### src/rtl/sqrt_iter_unit.sv
// sqrt_iter_unit
// Restoring digit-by-digit unsigned square root. One result bit is produced
// per clock. A start/ready/done handshake wraps the unit.
// The result is fixed point UQ(WIDTH/2).(FRAC_BITS). The fractional bits come
// from zero pairs that are shifted in after the radicand has been consumed.
// Optional feature: define SQRT_ROUND_EN to round q_out to the nearest value.
// When the macro is undefined, q_out is the truncated root and no rounding
// logic is built.

module sqrt_iter_unit #(
    parameter int WIDTH     = 16,
    parameter int FRAC_BITS = 0
) (
    input  logic                           clk,
    input  logic                           rst_n,
    input  logic                           start,
    input  logic [WIDTH-1:0]               d_in,
    output logic                           ready,
    output logic                           busy,
    output logic                           done,
    output logic [WIDTH/2+FRAC_BITS-1:0]   q_out,
    output logic [WIDTH/2+FRAC_BITS:0]     r_out
);

    localparam int QW = WIDTH / 2 + FRAC_BITS;
    localparam int N  = QW;
    localparam int CW = $clog2(N + 1);

    localparam logic [1:0] IDLE = 2'd0;
    localparam logic [1:0] CALC = 2'd1;
    localparam logic [1:0] DONE = 2'd2;

    logic [1:0]       state;
    logic [WIDTH-1:0] d_reg;
    logic [QW+1:0]    r_reg;
    logic [QW-1:0]    q_reg;
    logic [CW-1:0]    count;

    logic [QW+1:0]    r_shift;
    logic [QW+1:0]    t_val;
    logic             take;
    logic [QW+1:0]    r_next;
    logic [QW-1:0]    q_next;
    logic [QW-1:0]    q_final;

    // The partial remainder never exceeds 2*Q. Its top two bits are always
    // zero before the shift, so dropping them in r_shift loses nothing.
    logic unused_r_top;
    assign unused_r_top = ^r_reg[QW+1:QW];

    // Handshake flags are decoded directly from the state register.
    always_comb begin
        ready = (state == IDLE);
        busy  = (state == CALC) || (state == DONE);
        done  = (state == DONE);
    end

    // One restoring iteration. Bring down the next radicand pair, then
    // trial-subtract {Q, 01}.
    always_comb begin
        r_shift = {r_reg[QW-1:0], d_reg[WIDTH-1 -: 2]};
        t_val   = {q_reg, 2'b01};
        take    = (r_shift >= t_val);
        r_next  = take ? (r_shift - t_val) : r_shift;
        q_next  = {q_reg[QW-2:0], take};
    end

    // Final root. With rounding, the root goes up by one when r > q. That
    // test is equivalent to sqrt > q + 0.5, and a tie is impossible. The
    // all-ones root saturates.
`ifdef SQRT_ROUND_EN
    always_comb begin
        q_final = q_next;
        if (({1'b0, q_next} < r_next[QW:0]) && !(&q_next))
            q_final = q_next + 1'b1;
    end
`else
    always_comb begin
        q_final = q_next;
    end
`endif

    // Control FSM and datapath registers. A reset at any point abandons the
    // current operation.
    // NOTE: every register here uses non-blocking assignment. All flops see
    // the pre-edge values, so r_next/q_next read this cycle's R and Q.
    always_ff @(posedge clk) begin
        if (!rst_n) begin
            state <= IDLE;
            d_reg <= '0;
            r_reg <= '0;
            q_reg <= '0;
            count <= '0;
            q_out <= '0;
            r_out <= '0;
        end else begin
            case (state)
                IDLE: begin
                    if (start) begin
                        d_reg <= d_in;
                        r_reg <= '0;
                        q_reg <= '0;
                        count <= CW'(N);
                        state <= CALC;
                    end
                end
                CALC: begin
                    d_reg <= {d_reg[WIDTH-3:0], 2'b00};
                    r_reg <= r_next;
                    q_reg <= q_next;
                    count <= count - 1'b1;
                    if (count == CW'(1)) begin
                        q_out <= q_final;
                        r_out <= r_next[QW:0];
                        state <= DONE;
                    end
                end
                DONE: begin
                    state <= IDLE;
                end
                default: begin
                    state <= IDLE;
                end
            endcase
        end
    end

endmodule

### config.mk
export PLATFORM = sky130hd
export DESIGN_NAME = sqrt_iter_unit
export DESIGN_NICKNAME = d
export VERILOG_FILES = /design/src/rtl/sqrt_iter_unit.sv
export SDC_FILE = /design/constraint.sdc
export NUM_CORES = 1
export LEC_CHECK = 0
export ABC_AREA = 1
export CORE_UTILIZATION = 53
export CTS_BUF_LIST = sky130_fd_sc_hd__clkbuf_8
export CTS_CLUSTER_SIZE = 8
export DETAILED_ROUTE_END_ITERATION = 8
export PLACE_DENSITY = 0.75
export SLEW_MARGIN = 20
export SYNTH_ARGS = -nofsm -noshare
export SYNTH_HDL_FRONTEND = slang
export SYNTH_SLANG_ARGS = --single-unit
### constraint.sdc
create_clock -name clk -period 3.9 [get_ports clk]
set_input_delay 1.17 -clock clk [delete_from_list [all_inputs] [get_ports clk]]
set_output_delay 1.17 -clock clk [all_outputs]
set_load 0.01 [all_outputs]
==> reports/qor.yml <==
route.detailed.drc: 0
crit_fanout: 3
num_io_pins: 39
cts_tree: "done"
clkSinkCount: 55
cts.clk_slew.worst_paths_ns: 0.11
cp.arrival_ns: 1.55
startpoint: "state[0]"
ys_seq_area_share_pct: 39.1
min_path_type: "flop to flop"
grt_overflow: 0
grt_max_degree: 33
ant_nets: 0
synth_top_area_share_pct: 39.1
antenna_cells: 0
core-area_mm2: 0.00511
multi_input_area_mm2: 0.00146
die_area_mm2: 0.00561
max_freq_mhz: 367
cp-start-kind: "flop"
syn-num-nets: 423
synth_most_common_cell: "nand2_1"
max_cap_violations: 0
synth-edff-count: 0
crit_type: "flop to primary output"
initial_core_util_pct: 55.1
synthFlopType: "dfxtp_1"
cts_resized: 0
drt_iter0_markers: 194
yosys_warnings: 0
row_count: 26
r2r_setup_slack_ns: 1.91
grt_pass1_vias: 2187
status: "completed"
setup_viol: 0
required_ns: 2.73
antenna_found_initial: 0
r2r_cells: 12
worst_pin_slew_ns: 0.614
endpoint_kind: "primary output"
synth_seq_cells: 55
post_cts_buffers: 0
wl_per_cell_um: 11.9
nets: 458
yosys.area.top_type: "dfxtp_1"
routabilityCongestion: 0.878
cts_buffer_depth: 2
dpl.hpwl_mm: 4.19
r2r_start: "q_reg[1]"
cts_max_level: 2
clock_latency_ns: 0.32
vias: 2507
relSlewSlack_pct: 59.0
grtUsageTotal_pct: 23.1
grt_pass1_wl_mm: 9.85
post-route-min-period_ns: 2.72
synth.area.top_cells: "dfxtp_1, nand2_1, ha_1"
cts_buffers: 5
reg2reg_to: "r_out[7]"
syn_area_per_cell_um2: 7.24
portBuffers: 38
wirelength_mm: 5.90
rsz0062_at_grt: "no"
die_h_um: 74.9
seqCellArea_mm2: 0.00110
root_buffer: "clkbuf_8"
synthTopCellsByCount: "nand2_1, dfxtp_1, inv_1, a21oi_1, nand3_1"
fp.dieW_um: 74.9
yosysUniqueCellTypes: 32
avgViaCountPerCell: 5.06
finClkSkew_ns: 0.0112
fin_crit_sh_pct: 69.8
finalSetupTns_ns: 0
synthArstFlopShare_pct: 0
fillerInstances: 485
final-hold-violation-count: 0
drv_slew: 0
holdBufCountCts: 0
area_growth_pct: 18.7
syn_area_mm2: 0.00282
setup.worst_path.end: "busy"
synth_cells: 389
largest_register_ffs: 16
drtPass1Iterations: 4
drive_above_1_share_pct: 9.41
## per-stage QoR
stage	hold WS [ns]	worst slack (ns)	instance area (um^2)	cells	util [%]
floorplan	0.440	1.85	2820	389	-
global placement	0.452	1.26	3250	487	63.6
detailed placement	0.457	1.18	3250	487	63.6
CTS	0.471	1.15	3340	495	65.5
global route	0.500	1.12	3340	495	65.5
finish	0.470	1.18	3340	495	65.5
## kinds of logic after synthesis
| kind of cell | after synthesis | synth area share [%] |
|---|---|---|
| simple gates | 175 | 28.6 |
| compound gates | 77 | 15.4 |
| buf+inv | 63 | 8.97 |
| flops | 55 | 39.1 |
| fa+ha+maj | 15 | 6.66 |
| xor+xnor | 3 | 0.933 |
| mux | 1 | 0.355 |
## worst min-delay path by stage
stage | start | to | cells past startpoint
2_1_floorplan | q_reg[7] | q_reg[7] | 2
3_3_place_gp | q_reg[7] | q_reg[7] | 2
3_5_place_dp | d_reg[1] | d_reg[1] | 2
4_1_cts | d_reg[1] | d_reg[1] | 2
5_1_grt | d_reg[11] | d_reg[11] | 2
6_report | d_reg[0] | d_reg[0] | 2
## critical path, cell delays in order (launching register included)
cell	delay [ns]
dfxtp_1	0.37
inv_1	0.07
ha_1	0.27
clkdlybuf4s50_1	0.53
## cell type report
cell class                 count  share of cell area (%)
sequential                    55                    32.9
timing repair buffer          43                    12.5
inverter                      48                    5.39
tap                           70                    2.62
clock inverter                 3                   0.749
multi-input combinational    271                    43.7
clock buffer                   5                    2.06
## layer usage
| layer | GRT usage (%) | share of wire (%) |
|---|---|---|
| met1 | 30.1 | 47 |
| met2 | 38.4 | 47 |
| met3 | 4.28 | 3.7 |
| met5 | 0 | 0 |
| met4 | 8.18 | 1.5 |
## placed cells by master (no fill, tap or decap), drive strengths merged, types with 2 or more instances in the layout
cell	instances
a21oi	33
clkinv	3
o21bai	3
clkbuf	5
xor2	2
a21o	4
nor2	15
nand2	134
clkdlybuf4s50	38
inv	47
dfxtp	55
ha	15
a31oi	15
buf	5
o21ai	18
nand3	19
nand3b	5
Power is not shown: default switching activity piles up to over one toggle a cycle in this logic, so the estimate is an artifact.
